### src/rtl/cga_isa_bridge.sv
// Bridges the Next186 single-cycle request port onto the CGA core's ISA-style
// strobe bus: address setup, registered strobe with bus_rdy wait states, recovery.
module cga_isa_bridge #(
  parameter int SETUP_CYC  = 1,
  parameter int STROBE_MIN = 2,
  parameter int TIMEOUT    = 255
) (
  input  logic        clk,
  input  logic        reset_l,
  input  logic        cpu_req,
  input  logic        cpu_we,
  input  logic        cpu_io,
  input  logic [19:0] cpu_addr,
  input  logic [7:0]  cpu_wdata,
  output logic        cpu_busy,
  output logic        cpu_ack,
  output logic [7:0]  cpu_rdata,
  output logic        cpu_timeout,
  output logic [19:0] bus_a,
  output logic [15:0] bus_d,
  output logic        bus_memr_l,
  output logic        bus_memw_l,
  output logic        bus_ior_l,
  output logic        bus_iow_l,
  output logic        bus_ale,
  output logic        bus_aen,
  input  logic [7:0]  bus_out,
  input  logic        bus_rdy
);

  localparam logic [1:0] IDLE    = 2'd0;
  localparam logic [1:0] SETUP   = 2'd1;
  localparam logic [1:0] STROBE  = 2'd2;
  localparam logic [1:0] RECOVER = 2'd3;

  localparam logic [7:0] SETUP_LAST  = 8'(SETUP_CYC - 1);
  localparam logic [7:0] STROBE_LAST = 8'(STROBE_MIN - 1);
  localparam logic [7:0] TMO_LAST    = 8'(TIMEOUT - 1);

  logic [1:0] state;
  logic [7:0] setup_cnt;
  logic [7:0] strobe_cnt;
  logic       lat_we;
  logic       lat_io;
  logic [3:0] strobe_l;
  logic       normal_exit;
  logic       timeout_exit;

  // Normal termination takes priority when both conditions meet on the last count.
  assign normal_exit  = (strobe_cnt >= STROBE_LAST) && bus_rdy;
  assign timeout_exit = (strobe_cnt == TMO_LAST) && !bus_rdy;

  assign cpu_busy = (state != IDLE);
  assign bus_aen  = 1'b0;
  assign {bus_iow_l, bus_ior_l, bus_memw_l, bus_memr_l} = strobe_l;

  always_ff @(posedge clk or negedge reset_l) begin
    if (!reset_l) begin
      state       <= IDLE;
      setup_cnt   <= 8'd0;
      strobe_cnt  <= 8'd0;
      lat_we      <= 1'b0;
      lat_io      <= 1'b0;
      strobe_l    <= 4'hF;
      bus_ale     <= 1'b0;
      bus_a       <= 20'd0;
      bus_d       <= 16'd0;
      cpu_ack     <= 1'b0;
      cpu_rdata   <= 8'd0;
      cpu_timeout <= 1'b0;
    end else begin
      case (state)
        IDLE: begin
          cpu_ack <= 1'b0;
          if (cpu_req) begin
            lat_we    <= cpu_we;
            lat_io    <= cpu_io;
            bus_a     <= cpu_addr;
            bus_d     <= {8'h00, cpu_wdata};
            bus_ale   <= 1'b1;
            setup_cnt <= 8'd0;
            state     <= SETUP;
          end
        end
        SETUP: begin
          bus_ale <= 1'b0;
          if (setup_cnt == SETUP_LAST) begin
            // One-hot low strobe indexed by {io,we}: memr, memw, ior, iow.
            strobe_l   <= ~(4'b0001 << {lat_io, lat_we});
            strobe_cnt <= 8'd0;
            state      <= STROBE;
          end else begin
            setup_cnt <= setup_cnt + 8'd1;
          end
        end
        STROBE: begin
          if (normal_exit || timeout_exit) begin
            strobe_l    <= 4'hF;
            cpu_ack     <= 1'b1;
            cpu_timeout <= !normal_exit;
            if (!lat_we) cpu_rdata <= normal_exit ? bus_out : 8'hFF;
            state       <= RECOVER;
          end else begin
            strobe_cnt <= strobe_cnt + 8'd1;
          end
        end
        default: begin
          cpu_ack <= 1'b0;
          state   <= IDLE;
        end
      endcase
    end
  end

endmodule

### config.mk
export PLATFORM = sky130hd
export DESIGN_NAME = cga_isa_bridge
export DESIGN_NICKNAME = d
export VERILOG_FILES = /design/src/rtl/cga_isa_bridge.sv
export SDC_FILE = /design/constraint.sdc
export NUM_CORES = 1
export LEC_CHECK = 0
export CORE_MARGIN = 4
export CORE_UTILIZATION = 46
export CTS_CLUSTER_SIZE = 12
export DETAILED_ROUTE_END_ITERATION = 10
export GPL_TIMING_DRIVEN = 0
export HOLD_SLACK_MARGIN = 0.08
export PLACE_DENSITY = 0.8
export SLEW_MARGIN = 20
export SYNTH_ARGS = -nofsm -noshare
export SYNTH_HDL_FRONTEND = slang
export SYNTH_SLANG_ARGS = --single-unit
### constraint.sdc
create_clock -name clk -period 2.7 [get_ports clk]
set_clock_uncertainty 0.05 [all_clocks]
set_input_delay 0.405 -clock clk [delete_from_list [all_inputs] [get_ports clk]]
set_output_delay 0.405 -clock clk [all_outputs]
set_load 0.01 [all_outputs]
==> impl_metrics.json, run 1 <==
{
  "row_count": 28,
  "viasPerCell": 5.13,
  "fin_ws_ns": 0.235,
  "grt_use_total": 0.180,
  "drt_iter0_drc": 67,
  "holdWs_ns": 0.411,
  "synthCells": 254,
  "synth.most_common_cell": "dfrtp_1",
  "fmax_mhz": 406,
  "setup_viol": 0,
  "cp_max_fo": 6,
  "initial_core_util": 0.484,
  "tightest_slew_ns": 0.573,
  "dp_slack_ns": 0.210,
  "n_fill_cell": 460,
  "finalWeightedCongestion": 0.798,
  "cts.clk_slew.worst_paths_ns": 0.07,
  "wire_per_inst_um": 14.4,
  "rsz0062_at_grt": "no",
  "overflow": 0,
  "area_growth_pct": 42.3,
  "hold_viol": 0,
  "synth_warnings": 0,
  "status": "completed",
  "drive_gt1_frac": 0.189,
  "p_leak_nw": 1.81,
  "synth_top_area_share": 0.506,
  "diodes": 0,
  "die_area_um2": 7680,
  "peakVddDrop_mv": 0.735,
  "grt_pass1_vias": 2333,
  "crit_required_ns": 2.91,
  "final_area_um2": 4150,
  "crit_family": "simple AND/OR/NAND/NOR gates",
  "crit_path_end_kind": "register",
  "hp-class": "in2async",
  "r2r_start": "strobe_cnt[1]$_DFFE_PN0P_",
  "first_pass_iters": 4,
  "antenna_left": 0,
  "async_reset_ff_frac": 1.00,
  "finalNonFillerCells": 440,
  "cts-resized-gates": 0,
  "post_cts_buffers": 0,
  "layout_min_cycle_time_ns": 2.46,
  "r2r_cells": 8,
  "synth_area_um2": 2920,
  "io_pins": 95,
  "vias": 2256,
  "die_h_um": 87.6,
  "core_region_area_um2": 6030,
  "clock_sinks": 63,
  "htree_levels": 3,
  "hpwl_um": 4610,
  "arrival_ns": 2.68,
  "ys_ff_latch": 63,
  "slowest_stage": "or4_1",
  "placedCellCount": 423,
  "regArea_um2": 1580,
  "clock_latency_ns": 0.34,
  "synth.largest_area_cell": "dfrtp_1",
  "nNetsFinal": 411,
  "port_buffers": 85,
  "slew_violations": 0,
  "power.density_nw_per_um2": 1080,
  "synth.yosys.seq_area_share": 0.542,
  "dpl_cell_area_um2": 3920,
  "slew_headroom": 0.614,
  "crit_path_start_kind": "register",
  "cts_tree": "yes",
  "drt-total-wl_um": 6350,
  "cts_hold_buf": 1,
  "cts_made_buffers": 9,
  "worstPathCellList": "inv_1, ha_1, or4_1, o21ai_2, and2_1, buf_2, a21o_1, mux2_2",
  "drc": 0,
  "ctsRootBufferMaster": "clkbuf_8",
  "regToRegSetupSlack_ns": 0.24,
  "clockBufferDepth": 2,
  "drv_cap": 0,
  "p_total_mw": 4.49,
  "tns_ns": 0,
  "critPathKind": "reg2reg",
  "synth_area_leaders": "dfrtp_1 51%, mux2_2 13%, ha_1 3.9%",
  "synth_edf_count": 0,
  "grt_max_degree": 51,
  "ys.flop_type": "dfrtp_1",
  "reg2reg_to": "strobe_l[3]$_DFFE_PN1P_",
  "avgSynthCellArea_um2": 11.5,
  "synth_common_cells": "59 x dfrtp_1, 33 x mux2_2, 27 x nor2_1",
  "grt_pass1_wl_um": 10700,
  "synth_cell_type_count": 46,
  "multi_input_area_um2": 1220,
  "cpPeakStageDelay_ns": 0.54,
  "fin_crit_sh": 0.913,
  "cp.buffers_inverters": 2,
  "die_w_um": 87.6,
  "antenna_found_initial": 0,
  "postLayoutCoreUtil": 0.689
}
## power breakdown
group	internal (mW)	switching (mW)
registers	1.34	0.226
logic	1.13	0.887
clock network	0.545	0.370
## how the worst max path moves through the flow
stage	startpoint	endpoint	slack, ns	cells after the start
2_1_floorplan	strobe_cnt[1]$_DFFE_PN0P_	strobe_l[3]$_DFFE_PN1P_	0.46	8
3_3_place_gp	reset_l	bus_d[2]$_DFFE_PN0P_	-0.88	1
3_5_place_dp	bus_rdy	cpu_rdata[6]$_DFFE_PN0P_	0.21	6
4_1_cts	strobe_cnt[1]$_DFFE_PN0P_	strobe_l[3]$_DFFE_PN1P_	0.24	8
5_1_grt	state[0]$_DFFE_PN0P_	cpu_rdata[0]$_DFFE_PN0P_	0.009	8
6_report	strobe_cnt[1]$_DFFE_PN0P_	strobe_l[3]$_DFFE_PN1P_	0.24	8
## state kept, by name (all words and copies together), names as in the netlist
| name | count |
|---|---|
| strobe_cnt | 8 |
| setup_cnt | 8 |
| state | 2 |
| bus_d | 8 |
| cpu_timeout | 1 |
| cpu_ack | 1 |
| lat_we | 1 |
| lat_io | 1 |
| strobe_l | 4 |
| bus_ale | 1 |
| bus_a | 20 |
| cpu_rdata | 8 |
## placed cells by master (no fill, tap or decap), types with 2 or more instances in the layout
cell type,Yosys,layout
a21oi_1,18,18
and3_1,2,2
buf_1,2,2
buf_2,2,2
buf_4,9,10
bufinv_16,0,2
clkbuf_1,6,7
clkbuf_8,0,10
clkdlybuf4s50_1,0,84
conb_1,1,9
dfrtp_1,59,59
dfstp_2,4,4
ha_1,9,9
inv_1,11,11
mux2_2,33,33
nand2_1,6,6
nand3_1,5,5
nand4_1,7,7
nor2_1,27,27
nor2b_1,3,3
nor4_1,2,2
nor4b_1,2,2
o21ai_0,10,10
or3_1,5,5
or4_1,3,3
xor2_1,5,5
## cells by family (layout without fill, tap and decap cells)
kind of cell             Yosys count  in the layout  synth area share
XOR/XNOR                           6              6            0.0180
AND/OR/NAND/NOR                   67             67             0.124
other                              1              9           0.00129
flip-flops                        63             63             0.542
adder cells (fa/ha/maj)            9              9            0.0386
AO/OA/AOI/OAI                     44             44            0.0940
multiplexers                      34             34             0.131
buffers and inverters             30            133            0.0511
## cell type report
cell class,count,area share
tap,75,0.0226
clock buffer,11,0.0341
clock inverter,5,0.0196
multi-input combinational,169,0.293
timing repair buffer,87,0.214
inverter,11,0.00995
sequential,63,0.381
buffer,19,0.0259
## worst register-to-register path: cells and delay by family (launching register included)
kind	cells	cell delay, ns
multiplexers	1	0.35
flip-flops	1	0.43
AND/OR/NAND/NOR	2	0.69
buffers and inverters	2	0.27
AO/OA/AOI/OAI	2	0.42
adder cells (fa/ha/maj)	1	0.18
## per-layer routing
layer  wire [um]  part of all wire  vias up  global-route usage
met5           0                 0        -                   0
met2        3170              0.50       65               0.292
li1            -                 -     1091                   -
met3         538             0.085       11              0.0762
met1        2530              0.40     1089               0.208
met4         106             0.017        0              0.0795
No activity file was read; power rests on OpenSTA's default activity.
==> run 2: changes to the inputs <==
--- a/config.mk
+++ b/config.mk
@@ -5,6 +5,7 @@
 export SDC_FILE = /design/constraint.sdc
 export NUM_CORES = 1
 export LEC_CHECK = 0
+export CAP_MARGIN = 20
 export CORE_MARGIN = 4
 export CORE_UTILIZATION = 46
 export CTS_CLUSTER_SIZE = 12
==> results of run 2 <==
No change in the layout: final DEF, timing and power equal those of run 1.
==> run 3: changes to the inputs <==
--- a/config.mk
+++ b/config.mk
@@ -13,6 +13,7 @@
 export GPL_TIMING_DRIVEN = 0
 export HOLD_SLACK_MARGIN = 0.08
 export PLACE_DENSITY = 0.8
+export SKIP_CTS_REPAIR_TIMING = 1
 export SLEW_MARGIN = 20
 export SYNTH_ARGS = -nofsm -noshare
 export SYNTH_HDL_FRONTEND = slang
==> results of run 3 <==
No change in the layout: final DEF, timing and power equal those of run 1.
Among the figures that moved: via count of the first global-routing pass 2333 -> 2330; met1 usage 0.208 -> 0.207
